<file path="src/rtl/instruction_dispatcher.sv">
// instruction_dispatcher: HPS req/ack capture into a small FIFO, one-cycle dispatch strobes,
// with issue held during zoom algorithms (until algo_done or timeout) and after reset opcodes.
module instruction_dispatcher #(
  parameter int FIFO_DEPTH     = 4,
  parameter int TIMEOUT_CYCLES = 2000000,
  parameter int RESET_HOLD     = 16
) (
  input  logic                        clock_25MHz,
  input  logic                        reset,
  input  logic                        hps_req,
  input  logic [31:0]                 hps_instruction,
  input  logic                        algo_done,
  output logic                        hps_ack,
  output logic [31:0]                 instruction,
  output logic                        enable_instruction,
  output logic                        busy,
  output logic                        error,
  output logic [$clog2(FIFO_DEPTH):0] fifo_count
);
  localparam int AW = $clog2(FIFO_DEPTH);
  localparam int TW = $clog2(TIMEOUT_CYCLES > RESET_HOLD ? TIMEOUT_CYCLES : RESET_HOLD);
  typedef enum logic [1:0] {IDLE, ISSUE, WAIT_DONE, WAIT_RST} state_t;
  state_t        r_state;
  logic          r_req_m, r_req_s, r_armed, r_ack, r_en, r_err;
  logic [1:0]    r_warm;
  logic [31:0]   r_mem [FIFO_DEPTH];
  logic [31:0]   r_instr;
  logic [AW-1:0] r_wr, r_rd;
  logic [AW:0]   r_count;
  logic [TW-1:0] r_cnt;
  logic          w_pop, w_push;
  logic [2:0]    w_op;
  assign w_pop  = r_state == IDLE && r_count != '0;
  assign w_push = r_armed && r_req_s && !r_ack && (r_count != (AW+1)'(FIFO_DEPTH) || w_pop);
  assign w_op   = r_instr[31:29];
  assign hps_ack            = r_ack;
  assign instruction        = r_instr;
  assign enable_instruction = r_en;
  assign error              = r_err;
  assign fifo_count         = r_count;
  assign busy               = r_count != '0 || r_state != IDLE;
  // A request still high across reset must drop before it can be captured again
  always_ff @(posedge clock_25MHz) begin
    if (reset) begin
      r_req_m <= 1'b0;
      r_req_s <= 1'b0;
      r_warm  <= 2'b00;
      r_armed <= 1'b0;
      r_ack   <= 1'b0;
    end else begin
      r_req_m <= hps_req;
      r_req_s <= r_req_m;
      r_warm  <= {r_warm[0], 1'b1};
      if (r_warm[1] && !r_req_s) r_armed <= 1'b1;
      r_ack   <= w_push ? 1'b1 : (r_req_s ? r_ack : 1'b0);
    end
  end
  always_ff @(posedge clock_25MHz) begin
    if (w_push) r_mem[r_wr] <= hps_instruction;
  end
  always_ff @(posedge clock_25MHz) begin
    if (reset) begin
      r_state <= IDLE;
      r_wr    <= '0;
      r_rd    <= '0;
      r_count <= '0;
      r_cnt   <= '0;
      r_en    <= 1'b0;
      r_err   <= 1'b0;
      r_instr <= '0;
    end else begin
      r_en    <= w_pop;
      r_count <= r_count + (AW+1)'(w_push) - (AW+1)'(w_pop);
      if (w_push) r_wr <= r_wr + 1'b1;
      if (w_pop) begin
        r_rd    <= r_rd + 1'b1;
        r_instr <= r_mem[r_rd];
      end
      case (r_state)
        IDLE:  if (w_pop) r_state <= ISSUE;
        ISSUE: begin
          r_cnt   <= '0;
          r_state <= (w_op inside {3'b010, 3'b011, 3'b100, 3'b101}) ? WAIT_DONE :
                     (w_op == 3'b110) ? WAIT_RST : IDLE;
        end
        WAIT_DONE: begin
          if (algo_done) r_state <= IDLE;
          else if (r_cnt == TW'(TIMEOUT_CYCLES - 1)) begin
            r_err   <= 1'b1;
            r_state <= IDLE;
          end else r_cnt <= r_cnt + 1'b1;
        end
        default: begin
          if (r_cnt == TW'(RESET_HOLD - 1)) r_state <= IDLE;
          else r_cnt <= r_cnt + 1'b1;
        end
      endcase
    end
  end
endmodule

</file>
<file path="config.mk">
export PLATFORM = sky130hd
export DESIGN_NAME = instruction_dispatcher
export DESIGN_NICKNAME = d
export VERILOG_FILES = /design/src/rtl/instruction_dispatcher.sv
export SDC_FILE = /design/constraint.sdc
export NUM_CORES = 1
export LEC_CHECK = 0
export BUFFER_PORTS_ARGS = -buffer_cell sky130_fd_sc_hd__buf_4
export CORE_ASPECT_RATIO = 1.5
export CORE_MARGIN = 1.5
export CORE_UTILIZATION = 60
export CTS_CLUSTER_DIAMETER = 120
export DETAILED_ROUTE_END_ITERATION = 10
export PLACE_DENSITY = 0.81
export SYNTH_ARGS = -nofsm -noshare
export SYNTH_HDL_FRONTEND = slang
export SYNTH_SLANG_ARGS = --single-unit
export TNS_END_PERCENT = 20
</file>
<file path="constraint.sdc">
create_clock -name clock_25MHz -period 5.2 [get_ports clock_25MHz]
set_clock_uncertainty 0.1 [all_clocks]
set_input_delay 0 -clock clock_25MHz [delete_from_list [all_inputs] [get_ports clock_25MHz]]
set_output_delay 0 -clock clock_25MHz [all_outputs]
set_load 0.005 [all_outputs]
</file>
### After elaboration in Yosys (flattened, before gate mapping)

Memories as Yosys holds them, arrays and structs flattened. A register that Yosys moved wholly into a read port is not among the register bits.
Index checks and enable logic that the tools add are counted.

* reduce and logical (&&, ||, !) cells: 17
* multiplexer cells: 16
* eq/ne operators: 16
* add/subtract/negate cells: 5
* bitwise operators: 2

Operators with widths (count)
* 2-to-1 mux 21 bit: 3
* case mux 21 bit (3 select lines): 1
* adder 21 x 1 -> 21 bit (second input constant): 1
* == test 21 bit (second input constant): 1
* == test 21 x 4 -> 1 bit (second input constant): 1
* 2-to-1 mux 2 bit: 6
* == test 3 bit (second input constant): 3
* nonzero test 4 bit: 2
* == test 3 x 2 -> 1 bit (second input constant): 2
* != test 2 bit (second input constant): 3
* != test 3 bit (second input constant): 2
* case mux 2 bit (3 select lines): 1
* AND reduction 3 bit: 2
* logical AND 1 bit: 5
* 2-to-1 mux 1 bit: 5
* adder 2 x 1 -> 2 bit (second input constant): 2
* AND reduction 4 bit: 1
* adder 3 x 1 -> 3 bit: 1
* != test 3 x 1 -> 1 bit (second input constant): 1
* nonzero test 3 bit: 1
* subtractor 3 x 1 -> 3 bit: 1
* == test 2 x 1 -> 1 bit (second input constant): 1
* == test 2 bit (second input constant): 1
* logical NOT 1 bit: 2
* other kinds (5): 7

* flip-flop bits (word level): 38
* memory bits (writable): 128
* memories kept: 1
* output and inout bits: 39

Memories
* r_mem: depth 4, bits a word 32, read ports 1, clocked after memory_dff 1, write ports 1, RTL line 26 `logic [31:0] r_mem [FIFO_DEPTH];`

### Longest topological paths before layout

* depth in word-level cells: 6
* depth in mapped cells: 14
* mapped depth without buffers: 13

### Least setup slack after synthesis

Ideal clock, no wire load.

* path type: register to register
* start: register r_state[0]
* end: register r_count[2], in the netlist fifo_count[2]
* library setup time: 0.128 ns
* arrival time: 2.523 ns
* path buffers: 2
* data required time: 4.972 ns
* clock period less this slack: 2.750 ns
* path slack: 2.450 ns
* cell stages (with the launch flop): 15
* path through: dfxtp_1 inv_1 ha_1 nand2b_1 clkbuf_1 clkinv_1 clkbuf_1 ha_1 inv_1 ha_1 inv_1 fa_1 xor2_1 xnor2_1 nor2_1

* word-level cells in the longest chain between the ends: 6

RTL lines
* from (decl): RTL line 23 `state_t r_state;`
* from (signal assigned): RTL line 83 `r_state <= (w_op inside {3'b010, 3'b011, 3'b100, 3'b101}) ? WAIT_DONE :`
* logical NOT 2 bit *: RTL line 33 `assign w_pop = r_state == IDLE && r_count != '0;`
* logical AND 1 bit *: RTL line 33
* named net w_pop: RTL line 31 `logic w_pop, w_push;`
* logical OR 1 bit: RTL line 34 `assign w_push = r_armed && r_req_s && !r_ack && (r_count != (AW+1)'(FIFO_DEPTH) || w_pop);`
* logical AND 1 bit: RTL line 34
* adder 3 x 1 -> 3 bit: RTL line 73 `r_count <= r_count + (AW+1)'(w_push) - (AW+1)'(w_pop);`
* subtractor 3 x 1 -> 3 bit *: RTL line 73
* to (signal assigned): RTL line 73
* to (decl): RTL line 29 `logic [AW:0] r_count;`

The timed path passes the listed nets; every way through them passes the cells marked *.
A chain may end at the register's enable or synchronous reset.

### Worst setup path after layout

* start: register r_state[1]
* end: register r_count[2], in the netlist fifo_count[2]

* word-level cells in the longest chain between the ends: 6

RTL lines (RTL line)
* logical NOT 2 bit *: 33
* logical AND 1 bit *: 33
* logical OR 1 bit: 34
* logical AND 1 bit: 34
* adder 3 x 1 -> 3 bit: 73
* subtractor 3 x 1 -> 3 bit *: 73

Mark *: on every way between the ends. The rest lies on a longest branch, timed or not.

==> results_dict.tcl <==
set metrics [dict create \
    power.total_mw 4.31 \
    worstPathArrival_ns 3.54 \
    worstSetupPathType "reg2reg" \
    htree_levels 4 \
    grt_max_degree 68 \
    wire_per_inst_um 19.8 \
    wirelength_um 16300 \
    yosysUniqueCellTypes 55 \
    area_growth_pct 20.0 \
    multi_input_area_um2 2410 \
    synth_nets 601 \
    critPathSlowestCell "nand2b_2" \
    final_max_slew_viol_count 0 \
    synth_edf_count 128 \
    finalNetCount 697 \
    min_path_cells 2 \
    grt_use_total_pct 24.5 \
    reg2reg_depth 13 \
    cts_buffers 17 \
    start_kind "flip-flop" \
    synth_cells 554 \
    max_freq_mhz 298 \
    num_vias 5019 \
    hold_path.class "in2reg" \
    ios 75 \
    netlist_area_um2 7870 \
    grt-ovfl-total 0 \
    drv_cap 0 \
    antenna_found_initial 0 \
    drive_gt1_share_pct 24.3 \
    endpoint_kind "flip-flop" \
    io_buffer_count 74 \
    dp_hpwl_um 9560 \
    placed_cell_area_um2 8480 \
    post-place-ws_ns 1.85 \
    grt_pass1_wl_um 25000 \
    final_cell_mix "edfxtp_1, nand2_1, buf_4" \
    cts_post_setup_buffers_inserted 0 \
    slowest_delay_ns 0.58 \
    rsz0062_at_grt "false" \
    hold_violations 0 \
    setup_viol 0 \
    drtIter0Drc 336 \
    outcome "complete, no violations" \
    die_w_um 96.5 \
    nFillCells 759 \
    first_global_vias 5056 \
    ant_nets 0 \
    dr.pass1.iters 6 \
    min_period_ns 3.35 \
    cts_tree "yes" \
    reg2reg_from "r_state[1]" \
    initial_utilization_pct 61.0 \
    r2r_setup_slack_ns 1.85 \
    syn_avg_cell_area_um2 14.2 \
    required_ns 5.39 \
    drc 0 \
    clk_pin_slew_ns 0.08 \
    slew_headroom_pct 29.2 \
    holdPathEnd "r_armed" \
    die_y_um 143 \
    timing.final.ws_setup_ns 1.85 \
    vias_per_cell 6.11 \
    yosysSeqAreaShare_pct 66.7 \
    synth_top_cell_by_area "edfxtp_1" \
    clk_path_buf_depth 2 \
    critical_path.max_fanout 35 \
    gp_congestion 0.825 \
    synth_ff_type "edfxtp_1" \
    power.density_nw_per_um2 457 \
    cts.sinks 198 \
    synth_top_area_share_pct 48.9 \
    clock_latency_ns 0.43 \
    tns_ns 0 \
    tightestPinTransition_ns 1.06 \
    async_reset_ff_share_pct 0 \
    p_leak_nw 3.28 \
    crit_chain "inv_1 -> ha_1 -> nand2b_2 -> clkinv_1 -> buf_4 -> ha_1 -> inv_1 -> ha_1 -> inv_1 -> fa_1 -> xor2_1 -> xnor2_1 -> nor2_1" \
    cts_root_buf "clkbuf_16" \
    layout_commonest_cell "edfxtp_1" \
    stdcell_area_um2 9440 \
    core_area_um2 12900 \
    yosysWarnings 0 \
    rows 51 \
    r2r_end "fifo_count[2]" \
    ys_ff_latch 198 \
    synth_area_leaders "edfxtp_1, dfxtp_1, mux4_2" \
    finalCritPeriodShare_pct 64.5 \
    regArea_um2 5250 \
    hp-start "reset" \
    ir_worst_vdd_mv 0.277 \
    diodes 0 \
    die-area_um2 13800 \
]
-- metal layers --
| layer | track usage [%] | vias to the layer above | share of wire (%) |
|---|---|---|---|
| met5 | 0 | - | 0 |
| met3 | 4.42 | 21 | 5.0 |
| met1 | 28.3 | 2537 | 37 |
| li1 | - | 2287 | - |
| met4 | 8.62 | 0 | 1.6 |
| met2 | 44.4 | 174 | 56 |
-- cell usage after synthesis, types with 2 or more instances --
cell,n
o41ai_1,4
nand2_1,77
o21ai_0,6
nor4_2,2
edfxtp_1,128
buf_6,4
a22o_1,2
nand4_1,8
and4_1,2
o21ai_1,8
buf_2,5
clkbuf_1,21
a41oi_1,3
ha_1,10
nand3_1,10
xnor2_1,3
a31oi_1,10
o31ai_1,3
nand3_4,2
and2_1,5
o211ai_1,5
nor3_1,4
inv_1,12
nor4_4,3
dfxtp_1,70
mux2i_1,2
a21oi_1,50
or4_1,9
nor2b_1,6
and3_1,3
xor2_1,2
mux4_2,32
nor2_1,21
-- power by group --
group | leakage, nW | internal [mW] | switching [mW]
clock | 0.302 | 0.664 | 0.668
combinational | 1.26 | 0.484 | 0.570
sequential | 1.72 | 1.80 | 0.127
-- repair_timing --
action	CTS	global route
setup endpoints to repair	0	0
gates resized for setup	0	0
hold endpoints to repair	130	0
hold buffers	34	0
-- worst max path at each step --
stage / start / end / slack [ns] / cells past startpoint
3_5_place_dp: r_state[1] / fifo_count[2] / 1.85 / 13
6_report: r_state[1] / fifo_count[2] / 1.85 / 13
5_1_grt: r_state[0] / fifo_count[2] / 1.62 / 13
4_1_cts: r_state[1] / fifo_count[2] / 1.83 / 13
2_1_floorplan: r_state[0] / fifo_count[2] / 2.45 / 14
3_3_place_gp: r_state[0] / fifo_count[2] / 2.04 / 13
-- flip-flops by register name (all words and copies together) (netlist names) --
name	count
r_req_s	1
error	1
hps_ack	1
r_warm	2
r_cnt	21
r_req_m	1
r_wr	2
instruction	32
fifo_count	3
r_mem	128
r_state	2
enable_instruction	1
r_armed	1
r_rd	2
-- cell families after synthesis --
kind of cell | Yosys count | synth area share [%]
DFF | 198 | 66.7
AOI/OAI and AO/OA | 99 | 7.67
buffers and inverters | 47 | 2.82
and+or+nand+nor | 160 | 11.0
xor gates and xnor gates | 5 | 0.557
adders and majority gates | 11 | 1.85
muxes | 34 | 9.42
-- per-stage QoR --
stage,util [%],hold slack (ns),std cells
4_1_cts,73.2,0.00921,822
3_5_place_dp,65.8,0.103,756
6_report,73.2,0.0117,822
5_1_grt,73.2,0.0184,822
2_1_floorplan,-,-0.00113,554
3_3_place_gp,65.8,0.100,756
-- critical path, delay by kind of cell, from the launching register on --
family	cells	cell delay, ns
buffers and inverters	5	0.68
adders and majority gates	4	1.11
xor gates and xnor gates	2	0.32
DFF	1	0.37
and+or+nand+nor	2	0.63
-- layout make-up --
cell class / instances / share of cell area (%)
clock buffer: 17 / 4.51
tap: 159 / 2.11
clock inverter: 15 / 2.06
inverter: 14 / 0.557
multi-input combinational: 309 / 25.5
sequential: 198 / 55.6
timing repair buffer: 110 / 9.65
Note: power is estimated with default switching activity, not from simulation.
